`src/rtl/scene_int_ctrl.sv`:
```
// rtl/scene_int_ctrl.sv - issue/collect controller around the scene bounding-box intersection pipeline
// Sequences x/y/z issue cycles, tracks tags through the fixed-latency pipeline and returns results in order.
module scene_int_ctrl #(
   parameter int RAY_W = 192,
   parameter int TAG_W = 8,
   parameter int LAT   = 24,
   parameter int DEPTH = 8
) (
   input  logic             clk,
   input  logic             rst,
   input  logic             ray_in_valid,
   output logic             ray_in_stall,
   input  logic [RAY_W-1:0] ray_in,
   input  logic [TAG_W-1:0] ray_in_tag,
   input  logic             ray_in_isShadow,
   output logic [RAY_W-1:0] sint_ray,
   output logic             sint_v0,
   output logic             sint_v1,
   output logic             sint_v2,
   output logic             sint_isShadow,
   input  logic [31:0]      sint_tmin,
   input  logic [31:0]      sint_tmax,
   input  logic             sint_miss,
   output logic             hit_valid,
   input  logic             hit_stall,
   output logic [TAG_W-1:0] hit_tag,
   output logic [31:0]      hit_tmin,
   output logic [31:0]      hit_tmax,
   output logic             hit_isShadow,
   output logic             miss_valid,
   input  logic             miss_stall,
   output logic [TAG_W-1:0] miss_tag
);
   localparam int CW = $clog2(DEPTH) + 1;
   localparam int PW = $clog2(DEPTH);

   typedef enum logic [1:0] {IDLE, AX_X, AX_Y, AX_Z} state_t;

   typedef struct packed {
      logic [TAG_W-1:0] tag;
      logic             shadow;
      logic [31:0]      tmin;
      logic [31:0]      tmax;
      logic             miss;
   } res_t;

   state_t           state;
   logic [CW-1:0]    credits;
   logic [TAG_W-1:0] held_tag;
   logic             accept;
   logic             push;
   logic             pop;

   logic [LAT-1:0]   dl_valid;
   logic [TAG_W-1:0] dl_tag    [LAT];
   logic             dl_shadow [LAT];

   res_t             mem [DEPTH];
   res_t             head;
   res_t             entry;
   logic [PW-1:0]    wr_ptr;
   logic [PW-1:0]    rd_ptr;
   logic [CW-1:0]    count;
   logic             empty;

   // A new ray may only start when the previous one has finished its z cycle and a result slot is reserved.
   assign ray_in_stall = !(((state == IDLE) || (state == AX_Z)) && (credits != '0));
   assign accept       = ray_in_valid && !ray_in_stall;

   always_ff @(posedge clk) begin
      if (rst) begin
         state         <= IDLE;
         sint_v0       <= 1'b0;
         sint_v1       <= 1'b0;
         sint_v2       <= 1'b0;
         sint_ray      <= '0;
         sint_isShadow <= 1'b0;
         held_tag      <= '0;
      end else begin
         case (state)
            AX_X: begin
               state   <= AX_Y;
               sint_v0 <= 1'b0;
               sint_v1 <= 1'b1;
               sint_v2 <= 1'b0;
            end
            AX_Y: begin
               state   <= AX_Z;
               sint_v0 <= 1'b0;
               sint_v1 <= 1'b0;
               sint_v2 <= 1'b1;
            end
            default: begin
               if (accept) begin
                  state   <= AX_X;
                  sint_v0 <= 1'b1;
               end else begin
                  state   <= IDLE;
                  sint_v0 <= 1'b0;
               end
               sint_v1 <= 1'b0;
               sint_v2 <= 1'b0;
            end
         endcase
         if (accept) begin
            sint_ray      <= ray_in;
            sint_isShadow <= ray_in_isShadow;
            held_tag      <= ray_in_tag;
         end
      end
   end

   always_ff @(posedge clk) begin
      if (rst) begin
         credits <= CW'(DEPTH);
      end else if (accept && !pop) begin
         credits <= credits - CW'(1);
      end else if (!accept && pop) begin
         credits <= credits + CW'(1);
      end
   end

   // Only the valid bits need clearing on reset; stale tags behind a zero valid are never pushed.
   always_ff @(posedge clk) begin
      if (rst) begin
         dl_valid <= '0;
      end else begin
         dl_valid <= {dl_valid[LAT-2:0], (state == AX_X)};
      end
   end

   always_ff @(posedge clk) begin
      dl_tag[0]    <= held_tag;
      dl_shadow[0] <= sint_isShadow;
      for (int i = 1; i < LAT; i++) begin
         dl_tag[i]    <= dl_tag[i-1];
         dl_shadow[i] <= dl_shadow[i-1];
      end
   end

   assign push       = dl_valid[LAT-1];
   assign entry.tag    = dl_tag[LAT-1];
   assign entry.shadow = dl_shadow[LAT-1];
   assign entry.tmin   = sint_tmin;
   assign entry.tmax   = sint_tmax;
   assign entry.miss   = sint_miss;

   always_ff @(posedge clk) begin
      if (push) begin
         mem[wr_ptr] <= entry;
      end
   end

   always_ff @(posedge clk) begin
      if (rst) begin
         wr_ptr <= '0;
         rd_ptr <= '0;
         count  <= '0;
      end else begin
         assert (!(push && (count == CW'(DEPTH))));
         if (push) begin
            wr_ptr <= wr_ptr + PW'(1);
         end
         if (pop) begin
            rd_ptr <= rd_ptr + PW'(1);
         end
         case ({push, pop})
            2'b10:   count <= count + CW'(1);
            2'b01:   count <= count - CW'(1);
            default: count <= count;
         endcase
      end
   end

   assign empty        = (count == '0);
   assign head         = mem[rd_ptr];
   assign hit_valid    = !empty && !head.miss;
   assign miss_valid   = !empty && head.miss;
   assign hit_tag      = head.tag;
   assign hit_tmin     = head.tmin;
   assign hit_tmax     = head.tmax;
   assign hit_isShadow = head.shadow;
   assign miss_tag     = head.tag;
   assign pop          = (hit_valid && !hit_stall) || (miss_valid && !miss_stall);

endmodule

```
`config.mk`:
```
export PLATFORM = sky130hd
export DESIGN_NAME = scene_int_ctrl
export DESIGN_NICKNAME = d
export VERILOG_FILES = /design/src/rtl/scene_int_ctrl.sv
export SDC_FILE = /design/constraint.sdc
export NUM_CORES = 1
export LEC_CHECK = 0
export BUFFER_PORTS_ARGS = -buffer_cell sky130_fd_sc_hd__buf_4
export CORE_MARGIN = 3
export CORE_UTILIZATION = 25
export DETAILED_ROUTE_END_ITERATION = 6
export PLACE_DENSITY = 0.41
export SYNTH_ARGS = -nofsm -noshare
export SYNTH_HDL_FRONTEND = slang
export SYNTH_SLANG_ARGS = --single-unit
```
`constraint.sdc`:
```
create_clock -name clk -period 18.2 [get_ports clk]
set_clock_uncertainty 0.1 [all_clocks]
set_input_delay 0.91 -clock clk [delete_from_list [all_inputs] [get_ports clk]]
set_output_delay 0.91 -clock clk [all_outputs]
set_load 0.01 [all_outputs]
```
==> impl_metrics.yaml, run 1 <==
status:
  status: "complete, no violations"
synthesis:
  synth_fa_ha_area_share_pct: 0.414
  ys_top_cells_by_area: "edfxtp_1 (51%), dfxtp_1 (26%), mux4_2 (9.4%)"
  synth_simple_gate_area_share_pct: 5.36
  ys_seq_area_share_pct: 77.1
  post_synth_mux_area_share_pct: 12.1
  synth_area_leader_cell: "edfxtp_1"
  yosysWarnings: 0
  synth_top_area_share_pct: 50.7
  syn_avg_cell_area_um2: 16.5
  synthDistinctLibCells: 30
  ys_seq_elements: 1054
  synth_top_family_by_area: "multiplexers"
  synthCells: 2123
  syn_area_um2: 35000
  synth_fp_nets: 2405
  synthXorXnorAreaFrac_pct: 0.250
  synth_compound_area_share_pct: 3.10
floorplanning:
  core_um2: 138000
  die_w_um: 380
  rows: 136
  io_pins: 551
  die-area_um2: 145000
  die_h_um: 380
  start_util_pct: 25.3
clock_network:
  cts_made_buffers: 117
  clock_latency_ns: 0.73
  path_clk_slew_ns: 0.06
  cts_buffer_depth: 3
  cts_tree: "built"
  hold_buffers: 0
  htree_levels: 3
  post_cts_buffers: 0
  cts.sinks: 1054
  post_cts_resized: 0
  root_buffer: "clkbuf_16"
run:
  maxCapViolations: 0
global_routing:
  grt_pass1_vias: 21000
  grtUsageMet3_pct: 4.78
  grt_usage_pct: 12.9
  global_route.usage.met2_pct: 21.7
  grt_pass1_wl_um: 140000
  grt_max_degree: 104
  grt.overflow.total: 0
  grtUsageMet1_pct: 15.0
  gr-max-usage-layer: "met2"
  antenna_found_initial: 15
critical_path:
  rr_startpoint: "state[0]"
  critPathMaxFanout: 53
  regToRegSetupSlack_ns: 14.47
  crit_type: "flip-flop to output port"
  critical_path_arrival_ns: 4.19
  reg2reg_depth: 13
  crit_path_start_kind: "flip-flop"
  r2r-end: "credits[3]"
  endpoint_kind: "output port"
  critPathRequiredTime_ns: 17.19
timing:
  setup_ws_ns: 13.00
  max_freq_mhz: 192
  max_slew_margin_pct: 29.5
  hold_ws_ns: 0.195
  hold_viol: 0
  tns_ns: 0
  rsz0062_at_grt: "false"
  setup_viol: 0
  fin_crit_ns: 5.20
  fin_crit_sh_pct: 28.6
  worst_pin_slew_ns: 1.06
  slew_violations: 0
finish:
  syn2layout_area_growth_pct: 29.9
  nNetsFinal: 2980
  final_cells: 4670
  fillers: 13500
  final_area_um2: 45500
  drive_gt1_share_pct: 36.0
  final_core_util_pct: 32.9
placement:
  dp_cells: 4442
  gp_congestion: 0.779
  place_area_um2: 41300
  portBuffers: 550
  dp_hpwl_um: 59300
  dp_slack_ns: 13.71
routing:
  vias: 19600
  wl_per_cell_um: 20.3
  drc_errors: 0
  first_pass_iters: 5
  wl_um: 95000
  ant_nets: 0
  drt_iter0_drc: 858
  viasPerCell: 4.19
worst_hold_path:
  hold_class: "flip-flop to flip-flop"
  hold_start: "dl_shadow[2][0]"
  min_delay_worst_endpoint: "dl_shadow[2][1]"
  min_path_cells: 0
power_and_ir_drop:
  power.total_mw: 5.86
  power.density_nw_per_um2: 129
  ir_worst_vdd_mv: 0.0782
  leakagePower_nw: 16.2
## worst max path at each step
stage,start,slack [ns],to,cells after the start
6_report,flip-flop,13.00,hit_tmax[21],5
5_1_grt,flip-flop,12.72,hit_tmax[21],5
4_1_cts,flip-flop,12.85,hit_tmax[21],5
3_5_place_dp,flip-flop,13.71,hit_tmax[21],5
3_3_place_gp,flip-flop,13.76,hit_tmax[21],5
2_1_floorplan,dl_valid[23],11.94,mem[0][0],2
## flip-flops by register name (all words and copies together), names as in the netlist, named ones only
register       cells
count              4
dl_shadow         24
dl_valid          24
sint_v2            1
sint_v0            1
sint_ray         192
wr_ptr             3
credits            4
held_tag           8
sint_isShadow      1
state              2
dl_tag           192
mem              592
rd_ptr             3
## per-layer routing
layer | wire (um) | vias to the layer above
met5 | 61 | -
met4 | 2950 | 10
met3 | 7730 | 159
met2 | 46200 | 582
met1 | 38100 | 9921
li1 | - | 8918
## synth_stat cells
master / number
nor2b_1: 26
or3b_2: 1
mux2i_1: 7
fa_1: 1
mux4_2: 147
nor3b_1: 1
o21ai_0: 5
or3_1: 2
edfxtp_1: 592
mux2_2: 73
nand3b_1: 1
o41ai_1: 1
inv_1: 11
buf_2: 51
a21o_1: 1
and3b_1: 1
nor3_1: 3
ha_1: 10
nand2b_1: 4
dfxtp_1: 462
a21oi_1: 209
nor4_1: 2
xnor2_1: 3
xor2_1: 7
nand2_1: 406
clkbuf_1: 53
nor2_1: 25
buf_1: 8
buf_4: 9
mux2i_4: 1
## critical path, stage by stage, from the launching register on
cell     delay (ns)
dfxtp_4        0.84
buf_4          0.77
buf_4          0.72
mux4_2         0.41
mux2_2         0.35
buf_4          0.17
## cells by family (layout without fill, tap and decap cells)
group                    after synthesis  after routing
AND/OR/NAND/NOR                      472            472
XOR/XNOR                              10             10
other                                  0              6
adder cells (fa/ha/maj)               11             11
buffers and inverters                132            810
AO/OA/AOI/OAI                        216            216
flip-flops                          1054           1054
multiplexers                         228            228
## area by class of cell
| class | count | area (um^2) | share of cell area [%] |
|---|---|---|---|
| diodes | 6 | 15.0 | 0.0330 |
| clock inverters | 82 | 1100 | 2.43 |
| clock buffers | 140 | 3140 | 6.89 |
| repair buffers | 577 | 4350 | 9.56 |
| multi-input cells | 937 | 7490 | 16.5 |
| flip-flops and latches | 1054 | 27000 | 59.4 |
| well taps | 1863 | 2330 | 5.12 |
| inverters | 11 | 46.3 | 0.102 |
## power by group
group          switching (mW)  internal, mW
clock                   0.982          1.54
combinational           0.341         0.221
sequential             0.0773          2.71
## layout by cell type, fill, tap and decap left out, drive strengths merged
cell type	Yosys	layout
buf	68	576
or3	2	2
xnor2	3	3
mux4	147	147
nor3	3	3
clkinv	0	50
xor2	7	7
inv	11	14
ha	10	10
nand2b	4	4
a21o	1	1
a21oi	209	209
or3b	1	1
clkbuf	53	141
nand2	406	406
edfxtp	592	592
nor2	25	25
o41ai	1	1
clkinvlp	0	8
nor3b	1	1
nor2b	26	26
mux2	73	73
o21ai	5	5
dfxtp	462	462
fa	1	1
and3b	1	1
nor4	2	2
nand3b	1	1
bufinv	0	21
diode	0	6
mux2i	8	8
(Power assumes the default switching activity.)
==> run 2: changes to the inputs <==
- clock period: 18.2 -> 5.2 ns (I/O delays scaled with it)
==> run 2 against run 1 <==
Sequential cell count unchanged. Cell area increased by 7.1%. First-iteration DRC count increased by 12%. Clock power increased to 3.3 times the previous value. Largest cell class unchanged.
==> impl_metrics.yaml, run 2 (synthesis results as in run 1) <==
timing:
  worst_pin_slew_ns: 1.05
  setup_ws_ns: 1.38
  slew_violations: 0
  max_slew_margin_pct: 30.0
  hold_ws_ns: 0.0741
  rsz0062_at_grt: "false"
  setup_viol: 0
  fin_crit_sh_pct: 73.5
  max_freq_mhz: 262
  tns_ns: 0
  hold_viol: 0
  fin_crit_ns: 3.82
clock_network:
  cts.sinks: 1054
  cts_buffer_depth: 3
  htree_levels: 3
  clock_latency_ns: 0.72
  cts_tree: "built"
  cts_made_buffers: 116
  root_buffer: "clkbuf_16"
  post_cts_resized: 0
  path_clk_slew_ns: 0.06
finish:
  final_area_um2: 48700
  syn2layout_area_growth_pct: 39.0
  mostFrequentLayoutCells: "edfxtp_1 (592), buf_4 (558), dfxtp_1 (459)"
  largest_reg_flops: 592
  nNetsFinal: 3309
  drive_gt1_share_pct: 31.6
  largestRegisters: "mem: 592 flops, dl_tag: 192 flops, sint_ray: 192 flops"
  final_core_util_pct: 35.2
  largest_register: "mem"
  final_cells: 5000
  final_common_cell: "edfxtp_1"
  fillers: 13200
critical_path:
  crit_type: "flip-flop to output port"
  critPathMaxFanout: 96
  critPathRequiredTime_ns: 4.84
  cp_num_buf_inv: 3
  critPathTopFamily: "buffers and inverters"
  critical_path_arrival_ns: 3.46
  crit_top_cell: "buf_4"
  path_cells: "buf_4 -> buf_12 -> mux4_2 -> mux2_2 -> buf_4"
  critPathSlowestCell: "buf_12"
  endpoint_kind: "output port"
  crit_path_start_kind: "flip-flop"
  slowest_delay_ns: 0.63
routing:
  wl_um: 97000
  viasPerCell: 4.17
  wl_per_cell_um: 19.4
  ant_nets: 0
  drc_errors: 0
  vias: 20800
  drt_iter0_drc: 957
  first_pass_iters: 5
placement:
  gp_congestion: 0.795
  place_area_um2: 41300
  dp_slack_ns: 1.71
  dp_cells: 4435
  dp_hpwl_um: 57600
  portBuffers: 550
worst_hold_path:
  hold_class: "primary input to flip-flop"
floorplanning:
  die-area_um2: 145000
  die_w_um: 380
  core_um2: 138000
  die_h_um: 380
  io_pins: 551
  rows: 136
  start_util_pct: 25.3
run:
  maxCapViolations: 0
global_routing:
  antenna_found_initial: 15
  grt_pass1_vias: 22800
  grt.overflow.total: 0
  grt_max_degree: 190
  grt_usage_pct: 13.2
  grt_pass1_wl_um: 145000
power_and_ir_drop:
  power.density_nw_per_um2: 419
  power.total_mw: 20.4
  ir_worst_vdd_mv: 0.364
  leakagePower_nw: 17.5
status:
  status: "complete, no violations"
-- run 2: worst min-delay path: cells and delay by family --
family	cells	cell delay, ns
AND/OR/NAND/NOR	2	0.13
buffers and inverters	1	0.08
multiplexers	1	0.24
XOR/XNOR	1	0.13
-- run 2: timing repair --
action,CTS,global route
hold buffers,337,0
hold endpoints to repair,753,0
setup endpoints to repair,0,0
buffers inserted,0,0
-- run 2: power by group --
group,internal [mW],leakage [nW],switching (mW),total [mW]
registers,9.47,9.12,0.280,9.75
logic,1.05,6.49,1.28,2.33
clock network,4.95,1.92,3.41,8.36
-- run 2: cell type report --
cell class	instances	area (um^2)	area share (%)
repair buffers	907	7800	16.0
diodes	10	25.0	0.0514
multi-input cells	937	7500	15.4
clock inverters	63	751	1.54
clock buffers	155	3240	6.64
flip-flops and latches	1054	27000	55.5
inverters	11	46.3	0.0950
well taps	1863	2330	4.78
-- run 2: path summary, 6_finish.rpt --
path	startpoint	endpoint	slack [ns]	cells past startpoint
min reg2reg	dl_tag[2][23]	dl_tag[2][31]	0.19	0
max reg2reg	flip-flop	credits[3]	1.76	9
max	flip-flop	miss_tag[7]	1.38	5
min	miss_stall	rd_ptr[0]	0.07	5
-- run 2: per-layer routing --
| layer | global-route usage (%) | vias up | routed length (um) |
|---|---|---|---|
| li1 | - | 9592 | - |
| met1 | 15.6 | 10400 | 39400 |
| met2 | 22.6 | 650 | 47700 |
| met3 | 3.73 | 191 | 6050 |
| met4 | 5.46 | 0 | 3910 |
| met5 | 0 | - | 0 |
==> run 3: changes to the inputs <==
- ABC_AREA: unset -> 1
- PLACE_DENSITY: 0.41 -> 0.42
- clock period: 5.2 -> 3.3 ns (I/O delays scaled with it)
==> run 3 against run 2 <==
Wire length is 12% higher. Combinational power rose to 4.7 times the previous value. Global-route usage increased by 0.80 points. Setup slack worse by 1.2 ns. Largest power group unchanged. Critical path type unchanged. Core utilization is 0.39 points lower. First-iteration DRC count up 30%. Sequential power grew 58%. Clock power increased by 58%. Area after synthesis rose by 3.3%. Die area grew 3.2%. Sequential share of layout area shrank 1.1 points.
==> impl_metrics.yaml, run 3 <==
routing:
  viasPerCell: 4.24
  wl_per_cell_um: 18.5
  ant_nets: 0
  vias: 24800
  drc_errors: 0
  wl_um: 109000
  drt_iter0_drc: 1245
  first_pass_iters: 5
power_and_ir_drop:
  p_clk_share_pct: 33.4
  power.density_nw_per_um2: 797
  leakagePower_nw: 18.5
  p_int_mw: 27.1
  switching_power_mw: 12.5
  seq_power_share_pct: 38.8
  p_sw_share_pct: 31.6
  combPwrFrac_pct: 27.7
  ir_worst_vdd_mv: 0.550
timing:
  hold_ws_ns: 0.119
  worst_pin_slew_ns: 1.02
  setup_viol: 0
  hold_viol: 0
  max_slew_margin_pct: 31.9
  fin_crit_sh_pct: 95.1
  rsz0062_at_grt: "false"
  max_freq_mhz: 319
  slew_violations: 0
  fin_crit_ns: 3.14
  setup_ws_ns: 0.162
critical_path:
  crit_type: "flip-flop to output port"
  path_cells: "buf_12 -> o21ai_0 -> o22ai_1 -> nor2_1 -> a31oi_1 -> buf_4"
  critPathMaxFanout: 155
  endpoint_kind: "output port"
  crit_path_start_kind: "flip-flop"
  critPathRequiredTime_ns: 3.03
  slowest_delay_ns: 0.48
  critPathSlowestCell: "buf_12"
  critical_path_arrival_ns: 2.87
placement:
  gp_congestion: 0.759
  dp_cells: 5282
  dp_slack_ns: 0.830
  dp_hpwl_um: 60700
  portBuffers: 550
floorplanning:
  io_pins: 551
  start_util_pct: 25.4
  die_w_um: 386
  die_h_um: 386
  rows: 138
  core_um2: 143000
  die-area_um2: 149000
finish:
  largest_reg_flops: 592
  drive_gt1_share_pct: 21.8
  largestRegisters: "mem: 592 flops, dl_tag: 192 flops, sint_ray: 192 flops"
  final_cells: 5859
  nNetsFinal: 4138
  final_common_cell: "edfxtp_1"
  syn2layout_area_growth_pct: 37.3
  mostFrequentLayoutCells: "edfxtp_1 (592), buf_4 (566), nor2_1 (476)"
  fillers: 14300
  largest_register: "mem"
global_routing:
  grt_pass1_vias: 25000
  grt_pass1_wl_um: 161000
  grt_usage_pct: 14.0
  antenna_found_initial: 26
  grt_max_degree: 204
  grt.overflow.total: 0
synthesis:
  synth_fp_nets: 3277
  synth_top_area_share_pct: 49.1
  synth_edf_count: 592
  ys_seq_area_share_pct: 74.7
  synthCells: 2995
  synthFlopType: "edfxtp_1"
  ys_top_cells_by_area: "edfxtp_1 (49%), dfxtp_1 (26%), nor2_1 (5.0%)"
  syn_avg_cell_area_um2: 12.1
  synth_area_leader_cell: "edfxtp_1"
  synthDistinctLibCells: 32
  ys_seq_elements: 1054
  ys_async_sr_fraction_pct: 0
  yosys-top-cells-count: "edfxtp_1 (592), nor2_1 (484), dfxtp_1 (462)"
  syn_area_um2: 36200
  yosysMostFrequentCell: "edfxtp_1"
  yosysWarnings: 0
clock_network:
  cts_tree: "built"
  path_clk_slew_ns: 0.06
  cts_made_buffers: 119
  htree_levels: 3
  cts.sinks: 1054
  post_cts_buffers: 0
  clock_latency_ns: 0.71
  root_buffer: "clkbuf_16"
  cts_buffer_depth: 3
worst_hold_path:
  hold_class: "primary input to flip-flop"
run:
  maxCapViolations: 0
status:
  status: "complete, no violations"
==> run 3: path summary, 6_finish.rpt <==
path | start | endpoint | slack (ns) | cells past startpoint
setup / recovery | flip-flop | hit_tmin[9] | 0.16 | 6
hold / removal | sint_tmin[0] | mem[2][33] | 0.12 | 2
setup reg to reg | state[0] | sint_ray[21] | 0.56 | 7
hold reg to reg | dl_tag[0][24] | dl_tag[0][32] | 0.22 | 0
==> run 3: power groups by stage <==
stage,Sequential (mW),Combinational (mW),Clock (mW)
4_1_cts,15.4,11.2,13.7
3_5_place_dp,15.7,10.7,0
6_report,15.4,11.0,13.2
3_3_place_gp,15.6,10.6,0
2_1_floorplan,15.7,5.98,0
5_1_grt,15.5,12.1,14.2
==> run 3: critical path, delay by kind of cell, from the launching register on <==
family                 cells  cell delay, ns
DFF                        1            0.44
buffers and inverters      2            0.69
AOI/OAI and AO/OA          3            0.78
and+or+nand+nor            1            0.06
==> run 3: through the flow <==
| step | power [mW] | util [%] | setup TNS, ns | cell area [um^2] |
|---|---|---|---|---|
| detailed placement | 26.3 | 29.6 | 0 | 42200 |
| global route | 41.9 | 34.8 | 0 | 49700 |
| global placement | 26.3 | 29.6 | 0 | 42200 |
| CTS | 40.3 | 34.8 | 0 | 49600 |
| floorplan | 21.7 | - | -336.49 | 36200 |
| finish | 39.6 | 34.8 | 0 | 49700 |
==> run 3: per-layer routing <==
metal | share of wire (%) | wire (um) | GRT usage (%) | vias up
met5 | 0.11 | 118 | 0 | -
met4 | 4.1 | 4400 | 5.82 | 20
met3 | 5.7 | 6150 | 3.88 | 217
met2 | 48 | 52200 | 23.8 | 566
li1 | - | - | - | 12100
met1 | 42 | 45800 | 16.7 | 11900
==> run 3: repair_timing <==
| item | 4_1_cts | 5_1_grt |
|---|---|---|
| cloned | 0 | 1 |
| resized for setup | 1 | 1 |
| hold buffers | 342 | 0 |
| endpoints found under the hold margin | 733 | 0 |
| setup endpoints to repair | 1 | 16 |
==> run 3: cells by family (layout without fill, tap and decap cells) <==
kind of cell    after synthesis  in the layout  share of synthesized area [%]
xor+xnor                      7              7                          0.169
fa+ha+maj                    11             11                          0.401
buf+inv                     254           1212                           3.79
compound gates              664            664                           9.70
other cells                   0             16                              0
simple gates               1005           1005                           11.2
flops                      1054           1054                           74.7
==> run 3: final cells by class <==
cell class | instances | area [um^2] | share of cell area (%)
antenna | 16 | 40.0 | 0.0806
inverter | 62 | 253 | 0.509
tap | 1890 | 2360 | 4.76
multi-input combinational | 1687 | 7850 | 15.8
clock inverter | 39 | 433 | 0.871
timing repair buffer | 932 | 8150 | 16.4
clock buffer | 179 | 3550 | 7.15
sequential | 1054 | 27000 | 54.4
